File: src/rtl/packet_sender.sv
// Packetizer: frames a send command plus payload words into header/body/tail flits.
// Define PACKET_SENDER_CHECKSUM_EN to carry the XOR of the body words in the tail.
module packet_sender #(
    parameter int FLIT_WIDTH     = 64,
    parameter int NODE_ID_WIDTH  = 8,
    parameter int SEQ_WIDTH      = 8,
    parameter int MAX_BODY_FLITS = 8,
    parameter int LEN_WIDTH      = $clog2(MAX_BODY_FLITS + 1)
) (
    input  logic                     clk,
    input  logic                     rst_n,
    input  logic [NODE_ID_WIDTH-1:0] my_id,
    input  logic                     cmd_valid,
    output logic                     cmd_ready,
    input  logic [NODE_ID_WIDTH-1:0] cmd_dst_id,
    input  logic [LEN_WIDTH-1:0]     cmd_len,
    input  logic                     body_valid,
    output logic                     body_ready,
    input  logic [FLIT_WIDTH-3:0]    body_data,
    output logic                     flit_valid,
    input  logic                     flit_ready,
    output logic [FLIT_WIDTH-1:0]    flit_data,
    output logic                     busy,
    output logic                     pkt_sent,
    output logic                     len_err,
    output logic [SEQ_WIDTH-1:0]     seq_num
);

    localparam int PAY_W = FLIT_WIDTH - 2;
    localparam int HDR_W = 2 * NODE_ID_WIDTH + SEQ_WIDTH + LEN_WIDTH;
    localparam int PAD_W = PAY_W - HDR_W;
    localparam logic [LEN_WIDTH-1:0] MAX_LEN = LEN_WIDTH'(MAX_BODY_FLITS);

    typedef enum logic [1:0] {
        IDLE,
        HEADER,
        BODY,
        TAIL
    } state_t;

    state_t state, state_nxt;

    logic [NODE_ID_WIDTH-1:0] src_q;
    logic [NODE_ID_WIDTH-1:0] dst_q;
    logic [LEN_WIDTH-1:0]     len_q;
    logic [LEN_WIDTH-1:0]     cnt_q;
    logic [LEN_WIDTH-1:0]     len_clamp;
    logic [PAY_W-1:0]         tail_pay;
    logic                     cmd_fire;
    logic                     body_fire;
    logic                     tail_fire;
    logic                     too_long;

    assign too_long  = cmd_len > MAX_LEN;
    assign len_clamp = too_long ? MAX_LEN : cmd_len;
    assign cmd_fire  = (state == IDLE) && cmd_valid;
    assign body_fire = (state == BODY) && body_valid && flit_ready;
    assign tail_fire = (state == TAIL) && flit_ready;
    assign busy      = (state != IDLE);

`ifdef PACKET_SENDER_CHECKSUM_EN
    logic [PAY_W-1:0] csum_q;

    always_ff @(posedge clk or negedge rst_n) begin
        if (!rst_n) begin
            csum_q <= '0;
        end else if (cmd_fire) begin
            csum_q <= '0;
        end else if (body_fire) begin
            csum_q <= csum_q ^ body_data;
        end
    end

    assign tail_pay = csum_q;
`else
    assign tail_pay = '0;
`endif

    always_ff @(posedge clk or negedge rst_n) begin
        if (!rst_n) begin
            state <= IDLE;
        end else begin
            state <= state_nxt;
        end
    end

    always_ff @(posedge clk or negedge rst_n) begin
        if (!rst_n) begin
            src_q   <= '0;
            dst_q   <= '0;
            len_q   <= '0;
            cnt_q   <= '0;
            seq_num <= '0;
        end else begin
            if (cmd_fire) begin
                src_q <= my_id;
                dst_q <= cmd_dst_id;
                len_q <= len_clamp;
                cnt_q <= '0;
            end
            if (body_fire) begin
                cnt_q <= cnt_q + 1'b1;
            end
            // seq_num is frozen for the whole packet, so the header reads it live
            if (tail_fire) begin
                seq_num <= seq_num + 1'b1;
            end
        end
    end

    // pkt_sent is combinational: high in the same cycle as the tail handshake
    always_comb begin
        state_nxt  = state;
        cmd_ready  = 1'b0;
        flit_valid = 1'b0;
        body_ready = 1'b0;
        flit_data  = '0;
        pkt_sent   = 1'b0;
        len_err    = 1'b0;
        unique case (state)
            IDLE: begin
                cmd_ready = 1'b1;
                if (cmd_valid) begin
                    len_err   = too_long;
                    state_nxt = HEADER;
                end
            end
            HEADER: begin
                flit_valid = 1'b1;
                flit_data  = {2'b00, src_q, dst_q, seq_num, len_q,
                              {PAD_W{1'b0}}};
                if (flit_ready) begin
                    state_nxt = (len_q != '0) ? BODY : TAIL;
                end
            end
            BODY: begin
                flit_valid = body_valid;
                body_ready = flit_ready;
                flit_data  = {2'b01, body_data};
                if (body_fire && (cnt_q == len_q - 1'b1)) begin
                    state_nxt = TAIL;
                end
            end
            TAIL: begin
                flit_valid = 1'b1;
                flit_data  = {2'b10, tail_pay};
                if (flit_ready) begin
                    pkt_sent  = 1'b1;
                    state_nxt = IDLE;
                end
            end
            default: state_nxt = IDLE;
        endcase
    end

endmodule
File: config.mk
export PLATFORM = sky130hd
export DESIGN_NAME = packet_sender
export DESIGN_NICKNAME = d
export VERILOG_FILES = /design/src/rtl/packet_sender.sv
export SDC_FILE = /design/constraint.sdc
export NUM_CORES = 1
export LEC_CHECK = 0
export CORE_ASPECT_RATIO = 1.25
export CORE_MARGIN = 2
export CORE_UTILIZATION = 37
export DETAILED_ROUTE_END_ITERATION = 10
export MAX_ROUTING_LAYER = met4
export PLACE_DENSITY_LB_ADDON = 0.08
export SYNTH_ARGS = -nofsm -noshare
export SYNTH_HDL_FRONTEND = slang
export SYNTH_SLANG_ARGS = --single-unit
File: constraint.sdc
create_clock -name clk -period 5.85 [get_ports clk]
set_clock_uncertainty 0.15 [all_clocks]
set_input_delay 0.585 -clock clk [delete_from_list [all_inputs] [get_ports clk]]
set_output_delay 0.585 -clock clk [all_outputs]
set_load 0.005 [all_outputs]
Word-level counts from Yosys, hierarchy flattened. Index checks and enable logic that the tools add are counted.

Bits of input ports: 87. Bits in registers: 34. Word-level logic and storage cells: 46. Output and inout port bits: 78.

Reduce and logical (&&, ||, !) cells: 11. Mux-type cells: 17. Equal/unequal tests: 8. Magnitude comparators: 1. $add $sub $neg: 3.

Operators with widths (count): $pmux 64 s3 (1); $mux 4 (3); $add 8x1->8 const B (1); $mux 2 (4); $pmux 2 s4 (1); $mux 1 (7); $ne 2x2->1 const B (3); $logic_and 1x1->1 (5); $add 4x1->4 const B (1); $eq 2x2->1 const B (2); $eq 4x4->1 (1); $gt 4x4->1 const B (1); $reduce_and 4->1 (1); $reduce_bool 2->1 (2); $reduce_bool 4->1 (1); $sub 4x1->4 const B (1); $eq 2x1->1 const B (1); $logic_not 2->1 (1); $ne 2x1->1 const B (1); $pmux 1 s2 (1); $reduce_or 2->1 (1).

Depth between registers and ports, before layout.
Word-level depth: 6. Depth in mapped cells: 8. Depth with buffers taken out: 6.

Worst setup path before layout. Ideal clock, no wire load.

Kind: register -> output. From: reg state[0]. To: out flit_data[34]. Arrival time: 1736 ps. Cell stages (with the launch flop): 8. Slack: 3379 ps. Path buffers: 3. Path through: dfrtp_1 > inv_1 > ha_1 > clkbuf_1 > nor2b_1 > clkbuf_1 > clkbuf_1 > a22o_2.

Word-level cells in the longest chain between the ends: 2. Elaborated cells between the ends (all ways): 4. Those cells by class: eq/ne: 3; mux: 1.

RTL lines: start: declaration (RTL line 41) `state_t state, state_nxt;`; start signal: assignment (RTL line 83) `state <= state_nxt;`; $eq 2x2->1 or $eq 2x1->1 (tied branches) (RTL line 120) `unique case (state)`; $pmux 64 s3 * (RTL line 120); end: declaration (RTL line 22) `output logic [FLIT_WIDTH-1:0] flit_data,`.

Every way passes the cells marked *; elsewhere a longest branch is shown, timed or not.

Worst setup path in the final report.
From: reg state[0]. To: out flit_data[36].

The elaborated chain is that of the path after synthesis.

==> summary.txt <==
Worst setup path
  • Slowest cell on crit path: nor2_2
  • CP endpoint kind: output pin
  • Max incr delay on CP: 0.94 ns
  • Data required time of the worst path: 5.12 ns
  • Max FO, Critical Path: 38
  • Critical-path cell list: inv_1, ha_1, inv_1, nor2_2, a22o_1, clkdlybuf4s50_1
  • Crit Path Class: flop to output pin
  • Critical path startpoint category: flop
  • Worst path arrival time: 3.62 ns
  • Top cell by count, worst path: inv_1

Pwr
  • Cell-internal power: 1.12 mW
  • Pwr dens: 435 mW/mm^2
  • P_sw: 0.603 mW
  • Power share of the combinational group: 63.3%
  • Switching share of power: 35.0%
  • Sequential share of power: 24.3%
  • Clock power frac: 12.4%
  • Static Leak: 1.73 nW
  • Power, Total: 1.72 mW
  • Maximum vdd drop: 0.271 mV

Placement
  • Placed cell count: 435
  • HPWL after DPL: 5530 um
  • Placed cell areas: 0.00385 mm^2
  • Port Buffers: 164
  • Placement Setup Slack: 1.78 ns
  • Final Wtd Congestion: 0.765

Yosys
  • Mapped cell area: 0.00218 mm^2
  • Number of synthesized register bits: 34
  • Syn. warnings: 0
  • Largest cells by area after synthesis: dfrtp_1 39%, a22o_1 11%, and3_1 10%, mux2_2 9.3%, ha_1 5.2%
  • Syn Inst Count: 220
  • Nets in the synthesized netlist: 316
  • Mapped Avg Cell Area: 9.92 um^2
  • Netlist cell types: 35
  • Post-synthesis sequential area ratio: 39.0%
  • Area leader, netlist: dfrtp_1
  • Post-synth top area share: 39.0%

CTS
  • Post-CTS Setup Inserts: 0
  • H-tree levels: 2
  • Max Buffers Root-to-Sink: 2
  • Clk_lat worst skew: 0.29 ns
  • Clk sinks: 34
  • Clock Root Buffer: clkbuf_8
  • Post-CTS Hold Fix Bufs: 0
  • CTS buffer count: 5
  • TritonCTS clock tree: done
  • Worst-path clk slew: 0.07 ns
  • Post_cts resized: 0

Timing
  • Worst hold slack: 0.203 ns
  • Worst Setup Slack, final: 1.49 ns
  • Setup violators final: 0
  • RSZ-0062 raised after global routing: false
  • Final hold vios: 0
  • Setup TNS: 0 ns
  • Max_slew headroom: 21.4%
  • Top achievable clock speed: 0.230 GHz
  • Fin crit share: 74.5%
  • Tmin final: 4.36 ns
  • Tightest Pin Transition: 1.18 ns
  • Max Slew Vio Count: 0

Min path
  • Worst Hold Class: input pin to asynchronous set/reset pin

Drt
  • Initial DRC Count: 65
  • Detailed-route via count: 2,312
  • Vias per Instance: 5.22
  • Drt wl/cell: 16.1 um
  • Antenna-violating nets left: 0
  • Total wire length: 7110 um
  • # DRC: 0
  • DRT Pass-1 Iters: 4

Finish
  • Commonest non-fill, non-tap cell in the layout: clkdlybuf4s50_1
  • Share of cells above drive strength 1: 8.49%
  • Final nets: 472
  • Most frequent cells in the layout: 163 x clkdlybuf4s50_1, 35 x and3_1, 34 x dfrtp_1
  • Final Core Density: 69.0%
  • Synth-to-Final Area Change: 81.5%
  • # fillers: 464
  • Ant. Diodes: 0
  • Finished Cell Area: 0.00396 mm^2
  • Fin cells: 443

Global route
  • Initial antenna violation count: 0
  • Vias in the first global route: 2,207
  • Largest net degree at the start of global routing: 39
  • First-pass GRT wire length: 11,100 um
  • GRT Total Usage: 22.6%
  • Global route overflow: 0

Outcome
  • Status: complete, no violations

Floorplanning
  • Die Wd: 72.7 um
  • Area of the die: 0.00653 mm^2
  • Height of the die: 89.9 um
  • Core ar.: 0.00574 mm^2
  • IO Count: 165
  • Initial Utilization: 38.0%
  • FP Rows: 31

Flow run
  • Maximum capacitance violations: 0
==> path summary, 6_finish.rpt <==
check                      depth (start not counted)        from  slack, ns       endpoint
min                                                1       rst_n       0.20       src_q[5]
min reg2reg                                        1  seq_num[7]       0.36     seq_num[7]
max in group asynchronous                          1       rst_n       4.88       dst_q[7]
max                                                6    state[0]       1.49  flit_data[36]
min in group clk                                   1  seq_num[7]       0.36     seq_num[7]
max reg2reg                                        6    state[0]       2.87       state[0]
==> metal layers <==
metal  global-route usage [%]  share of wire (%)
met5                        -                  0
met4                     6.79               0.98
met3                     6.17                8.7
met2                     37.7                 50
met1                     26.1                 40
==> critical path, delay by kind of cell, from the launching register on <==
kind | cells | cell delay (ns)
flops | 1 | 0.41
buf+inv | 3 | 0.90
simple gates | 1 | 0.94
fa+ha+maj | 1 | 0.81
compound gates | 1 | 0.26
==> synth_stat cells <==
library cell  count
nand2b_1          4
a21boi_0          1
nand3_1           4
nor2_1            6
nor3b_1           2
a41oi_1           1
clkbuf_1         14
o21bai_1          1
inv_1             7
mux2_2           18
buf_2             3
o31ai_1           1
nand3b_1          1
a21oi_1           1
a22o_2            1
nand2_1          10
nor3_1            2
ha_1              9
and2_1            2
and3_1           35
dfrtp_1          34
nand4_1           3
a22o_1           27
a311oi_1          1
xnor2_1          10
or3_4             1
o311a_1           1
xor2_1            4
nand3_2           1
and3b_1           1
nor4_1            1
nor2b_1           1
a211oi_1          2
o21ai_0           9
a21o_1            1
==> power by group through the flow <==
stage | Sequential, mW | Combinational, mW | Clock, mW
2_1_floorplan | 0.399 | 0.547 | 0
3_5_place_dp | 0.424 | 1.10 | 0
6_report | 0.419 | 1.09 | 0.213
5_1_grt | 0.435 | 1.19 | 0.230
3_3_place_gp | 0.421 | 1.09 | 0
4_1_cts | 0.421 | 1.11 | 0.219
==> flip-flops by register name (all words and copies together) (netlist names) <==
| signal | cells |
|---|---|
| state | 2 |
| cnt_q | 4 |
| seq_num | 8 |
| len_q | 4 |
| dst_q | 8 |
| src_q | 8 |
==> area by class of cell <==
type | count | area, um^2 | share of cell area [%]
repair buffers | 166 | 1650 | 41.7
multi-input cells | 162 | 1240 | 31.4
flip-flops and latches | 34 | 851 | 21.5
well taps | 66 | 82.6 | 2.09
clock buffers | 7 | 76.3 | 1.93
clock inverters | 1 | 30.0 | 0.758
inverters | 7 | 26.3 | 0.664
==> cell families after synthesis <==
group | after synthesis | share of synthesized area (%)
adders and majority gates | 9 | 5.16
muxes | 18 | 9.29
xor gates and xnor gates | 14 | 5.62
AOI/OAI and AO/OA | 47 | 16.9
buffers and inverters | 24 | 4.30
DFF | 34 | 39.0
and+or+nand+nor | 74 | 19.7
No activity file was read; power rests on OpenSTA's default activity.
